`config.mk`:
```
export PLATFORM = sky130hd
export DESIGN_NAME = ternary_matrix_loader
export DESIGN_NICKNAME = d
export VERILOG_FILES = /design/src/rtl/config_pkg.sv /design/src/rtl/ternary_matrix_loader_lane_check.sv /design/src/rtl/ternary_matrix_loader.sv
export SDC_FILE = /design/constraint.sdc
export NUM_CORES = 1
export LEC_CHECK = 0
export CAP_MARGIN = 5
export CELL_PAD_IN_SITES_DETAIL_PLACEMENT = 0
export CELL_PAD_IN_SITES_GLOBAL_PLACEMENT = 1
export CORE_MARGIN = 4
export CORE_UTILIZATION = 35
export CTS_CLUSTER_DIAMETER = 100
export DETAILED_ROUTE_END_ITERATION = 7
export PLACE_DENSITY = 0.83
export SKIP_CTS_REPAIR_TIMING = 1
export SYNTH_ARGS = -nofsm -noshare
export SYNTH_HDL_FRONTEND = slang
export SYNTH_SLANG_ARGS = --single-unit
```
`constraint.sdc`:
```
create_clock -name clk_i -period 4.7 [get_ports clk_i]
set_input_delay 0.705 -clock clk_i [delete_from_list [all_inputs] [get_ports clk_i]]
set_output_delay 0.705 -clock clk_i [all_outputs]
set_load 0.02 [all_outputs]
```
`src/rtl/config_pkg.sv`:
```
// Shared ternary types and loader FSM state for the matrix transfer path.
package config_pkg;

    localparam int unsigned D = 4;

    typedef logic [1:0] ternary_t;
    typedef ternary_t [D-1:0][D-1:0] ternary_matrix_t;

    // Two's-complement -2; never present in legal weight data
    localparam ternary_t TernaryIllegal = 2'b10;

    typedef enum logic {
        FILL = 1'b0,
        FULL = 1'b1
    } loader_state_t;

endpackage

```
`src/rtl/ternary_matrix_loader_lane_check.sv`:
```
// ternary_lane_check: per-lane illegal-code detection and sanitising.
// Behaviour depends on TERNARY_LOADER_ILLEGAL_CHECK_EN.
module ternary_lane_check
    import config_pkg::*;
(
    input  ternary_t code,
    output ternary_t clean_c,
    output logic     illegal_c
);

`ifdef TERNARY_LOADER_ILLEGAL_CHECK_EN
    assign illegal_c = (code == TernaryIllegal);
    assign clean_c   = illegal_c ? ternary_t'(2'b00) : code;
`else
    assign illegal_c = 1'b0;
    assign clean_c   = code;
`endif

endmodule

```
`src/rtl/ternary_matrix_loader.sv`:
```
// ternary_matrix_loader: assembles a D x D ternary matrix from a beat-serial stream.
// Illegal-code policing is enabled by defining TERNARY_LOADER_ILLEGAL_CHECK_EN.
module ternary_matrix_loader
    import config_pkg::*;
#(
    parameter int unsigned LANES = 4
) (
    input  logic                   clk_i,
    input  logic                   rst_i,
    input  logic                   in_valid_i,
    output logic                   in_ready_o,
    input  logic [2*LANES-1:0]     in_data_i,
    output logic                   m_valid_o,
    input  logic                   m_ready_i,
    output ternary_matrix_t        m_o,
    output logic                   err_o,
    output logic [$clog2(D*D)-1:0] err_idx_o,
    input  logic                   err_clr_i
);

    localparam int unsigned BEATS = D * D / LANES;
    localparam int unsigned CNT_W = (BEATS > 1) ? $clog2(BEATS) : 1;
    localparam int unsigned IDX_W = $clog2(D * D);

    loader_state_t      state;
    logic [CNT_W-1:0]   cnt;
    logic [2*D*D-1:0]   m_q;
    logic [2*LANES-1:0] beat_clean;
    logic [LANES-1:0]   lane_illegal;

    assign m_o = ternary_matrix_t'(m_q);

    for (genvar k = 0; k < LANES; k++) begin : g_lane
        ternary_lane_check u_check (
            .code      (in_data_i[2*k +: 2]),
            .clean_c   (beat_clean[2*k +: 2]),
            .illegal_c (lane_illegal[k])
        );
    end

    // Flat index f occupies m_q[2f+1:2f], so a beat lands as one contiguous slice
    always_ff @(posedge clk_i) begin
        if (rst_i) begin
            state      <= FILL;
            cnt        <= '0;
            in_ready_o <= 1'b1;
            m_valid_o  <= 1'b0;
            m_q        <= '0;
        end else begin
            case (state)
                FILL: begin
                    if (in_valid_i) begin
                        m_q[int'(cnt) * 2 * LANES +: 2 * LANES] <= beat_clean;
                        if (cnt == CNT_W'(BEATS - 1)) begin
                            cnt        <= '0;
                            state      <= FULL;
                            in_ready_o <= 1'b0;
                            m_valid_o  <= 1'b1;
                        end else begin
                            cnt <= cnt + CNT_W'(1);
                        end
                    end
                end
                FULL: begin
                    if (m_ready_i) begin
                        state      <= FILL;
                        in_ready_o <= 1'b1;
                        m_valid_o  <= 1'b0;
                    end
                end
                default: state <= FILL;
            endcase
        end
    end

`ifdef TERNARY_LOADER_ILLEGAL_CHECK_EN
    logic             any_illegal_c;
    logic [IDX_W-1:0] first_idx_c;

    // Lowest illegal lane in the current beat wins
    always_comb begin
        any_illegal_c = 1'b0;
        first_idx_c   = '0;
        for (int k = int'(LANES) - 1; k >= 0; k--) begin
            if (lane_illegal[k]) begin
                any_illegal_c = 1'b1;
                first_idx_c   = IDX_W'(int'(cnt) * int'(LANES) + k);
            end
        end
    end

    // A new error at the same edge as a clear takes precedence
    always_ff @(posedge clk_i) begin
        if (rst_i) begin
            err_o     <= 1'b0;
            err_idx_o <= '0;
        end else if (in_valid_i && in_ready_o && any_illegal_c) begin
            err_o <= 1'b1;
            if (!err_o || err_clr_i) begin
                err_idx_o <= first_idx_c;
            end
        end else if (err_clr_i) begin
            err_o     <= 1'b0;
            err_idx_o <= '0;
        end
    end
`else
    logic unused_err;

    assign err_o      = 1'b0;
    assign err_idx_o  = '0;
    assign unused_err = ^{err_clr_i, lane_illegal};
`endif

endmodule

```
==> reports/metrics.cfg <==
[run_status]
status=finished, final reports clean

[synthesis]
ys_types=25
synth_top_area_cell=dfxtp_1
synth.top_cells.by_area=dfxtp_1, a22o_1, ha_1, a21oi_1, nand2_1
synth_top_area_share=0.494
syn_area_per_cell_um2=10.8
synthCells=139
ys_warn_count=0
syn_area_um2=1500
synth_seq_cells=37
ys_seq_area_frac=0.494

[sta]
final.min_clock_period_ns=2.20
worst_pin_slew_ns=0.949
final_max_slew_viol_count=0
fin_tns_setup_ns=0
layout_setup_ws_ns=2.50
finalSetupViolations=0
final_hold_viol_count=0
fin_hold_ws_ns=0.457
period_share=0.467
fin_skew_ns=0.00589
rsz0062_at_grt=false
max_freq_mhz=455
maxSlewHeadroom=0.365

[floorplan]
die_height_um=73.4
core_area_um2=4060
die-area_um2=5390
initial_utilization=0.369
die_w_um=73.4
io_pins=52
num_rows=23

[detailed_routing]
wirelength_um=3580
drt_iter0_drc=69
wire_per_inst_um=15.1
vias=1192
drc=0
dr.pass1.iters=4
ant_nets=0
via_per_inst=5.03

[hold_path]
min_path_type=register to register
min_from=m_o[20]

[setup_path]
cp-startpoint=rst_i
r2r_end=m_o[3]
critPathRequiredTime_ns=4.93
path_class=input pin to register
end_kind=register
worstPathMaxFanout=24
endpoint=m_o[4]
ff2ff_path_depth=4
critPathArrivalTime_ns=2.43
cp-start-kind=input pin
r2r_setup_slack_ns=2.69
r2r-start=cnt[0]

[clock_network]
clock-sinks=37
cts_buffers=5
cts_buffer_depth=2
clk_pin_slew_worst_paths_ns=0.08
cts_tree=yes
clkLatencyLatePin_ns=0.29
clock_tree.root_cell=clkbuf_8
htree_levels=2

[grt]
track_usage=0.138
gr-total-overflow=0
grt_max_degree=25
antenna_found_initial=0
grt_pass1_vias=1147
grt_pass1_wl_um=5710

[layout]
antenna_cells=0
layout.cells.non_filler=237
syn2layout_area_growth_pct=36.1
nets=204
layout-drive-gt1-share=0.0909

[power]
p_leak_nw=0.756
max-vdd-ir-drop_v=0.000199
power_density_nw_per_um2=308

[flow_run]
maxCapViolCount=0

[place]
place.gp.congestion=0.759
place_inst=229
port_buffers=45
dp_hpwl_um=2730
place_ws_ns=2.20

[through the flow]
stage,power [W],area (um^2),utilization
final,0.000628,2040,0.503
after global routing,0.000658,2040,0.503
after CTS,0.000634,2040,0.503
after detailed placement,0.000406,1940,0.479
after global placement,0.000404,1940,0.479
after floorplan,0.000381,1510,-
[cells in the mapped netlist]
cell type   n
and2b_4     1
and3b_1     1
nand3b_1    2
and3b_2     1
a21o_1      2
inv_1       3
buf_6       4
a22o_1     24
ha_1        5
nand2b_4    1
nor2_1      1
or3_1       1
nor2b_1     8
nor4_4      1
and3_1      1
nor3_4      1
nor4b_4     1
a21oi_1    12
a2bb2oi_1   1
dfxtp_1    37
buf_4       5
conb_1      1
nand3_1     8
nand2_1    14
a21oi_2     3
[cell type report]
class | instances | area, um^2
clock buffer | 6 | 82.6
clock inverter | 2 | 13.8
fill | 367 | 2020
inverter | 3 | 11.3
multi-input combinational | 94 | 679
sequential | 37 | 741
tap | 50 | 62.6
timing repair buffer | 45 | 450
[worst max-delay path, cell delays in order]
cell and delay, ns:
clkdlybuf4s50_1 0.89, a21oi_2 0.60, a22o_1 0.22
[report_power, final]
group | switching (W) | internal (W) | leakage [nW] | total, W
registers | 0.00000543 | 0.000319 | 0.299 | 0.000324
clock network | 0.000111 | 0.000119 | 0.0512 | 0.000230
logic | 0.0000430 | 0.0000309 | 0.406 | 0.0000739
[routing by layer]
metal / global-route usage / vias to the layer above / routed length (um)
li1: - / 586 / -
met1: 0.191 / 565 / 1710
met2: 0.203 / 37 / 1570
met3: 0.0465 / 4 / 260
met4: 0.0423 / 0 / 31
met5: 0 / - / 0
[worst min-delay path by stage]
stage | slack (ns) | endpoint | cells after the start
2_1_floorplan | 0.47 | cnt[1] | 2
3_5_place_dp | 0.45 | m_o[20] | 2
6_report | 0.46 | m_o[20] | 2
4_1_cts | 0.46 | m_o[20] | 2
3_3_place_gp | 0.45 | m_o[17] | 2
5_1_grt | 0.49 | m_o[20] | 2
[registers in the layout (all words and copies together), names as in the netlist]
signal      count
state           1
cnt             2
m_valid_o       1
in_ready_o      1
m_o            32
[cells by family after synthesis]
kind of cell | synth area share
AO/OA/AOI/OAI | 0.214
AND/OR/NAND/NOR | 0.185
flip-flops | 0.494
buffers and inverters | 0.0626
adder cells (fa/ha/maj) | 0.0417
other | 0.00250
[cell usage in the layout, fill, tap and decap left out, types with 2 or more instances in the layout]
cell type | netlist | layout
clkdlybuf4s50_1 | 0 | 45
dfxtp_1 | 37 | 37
a22o_1 | 24 | 24
nand2_1 | 14 | 14
a21oi_1 | 12 | 12
nor2b_1 | 8 | 8
nand3_1 | 8 | 8
clkbuf_8 | 0 | 6
ha_1 | 5 | 5
conb_1 | 1 | 5
inv_1 | 3 | 3
a21oi_2 | 3 | 3
nand3b_1 | 2 | 2
a21o_1 | 2 | 2
Note: power is estimated with default switching activity, not from simulation.
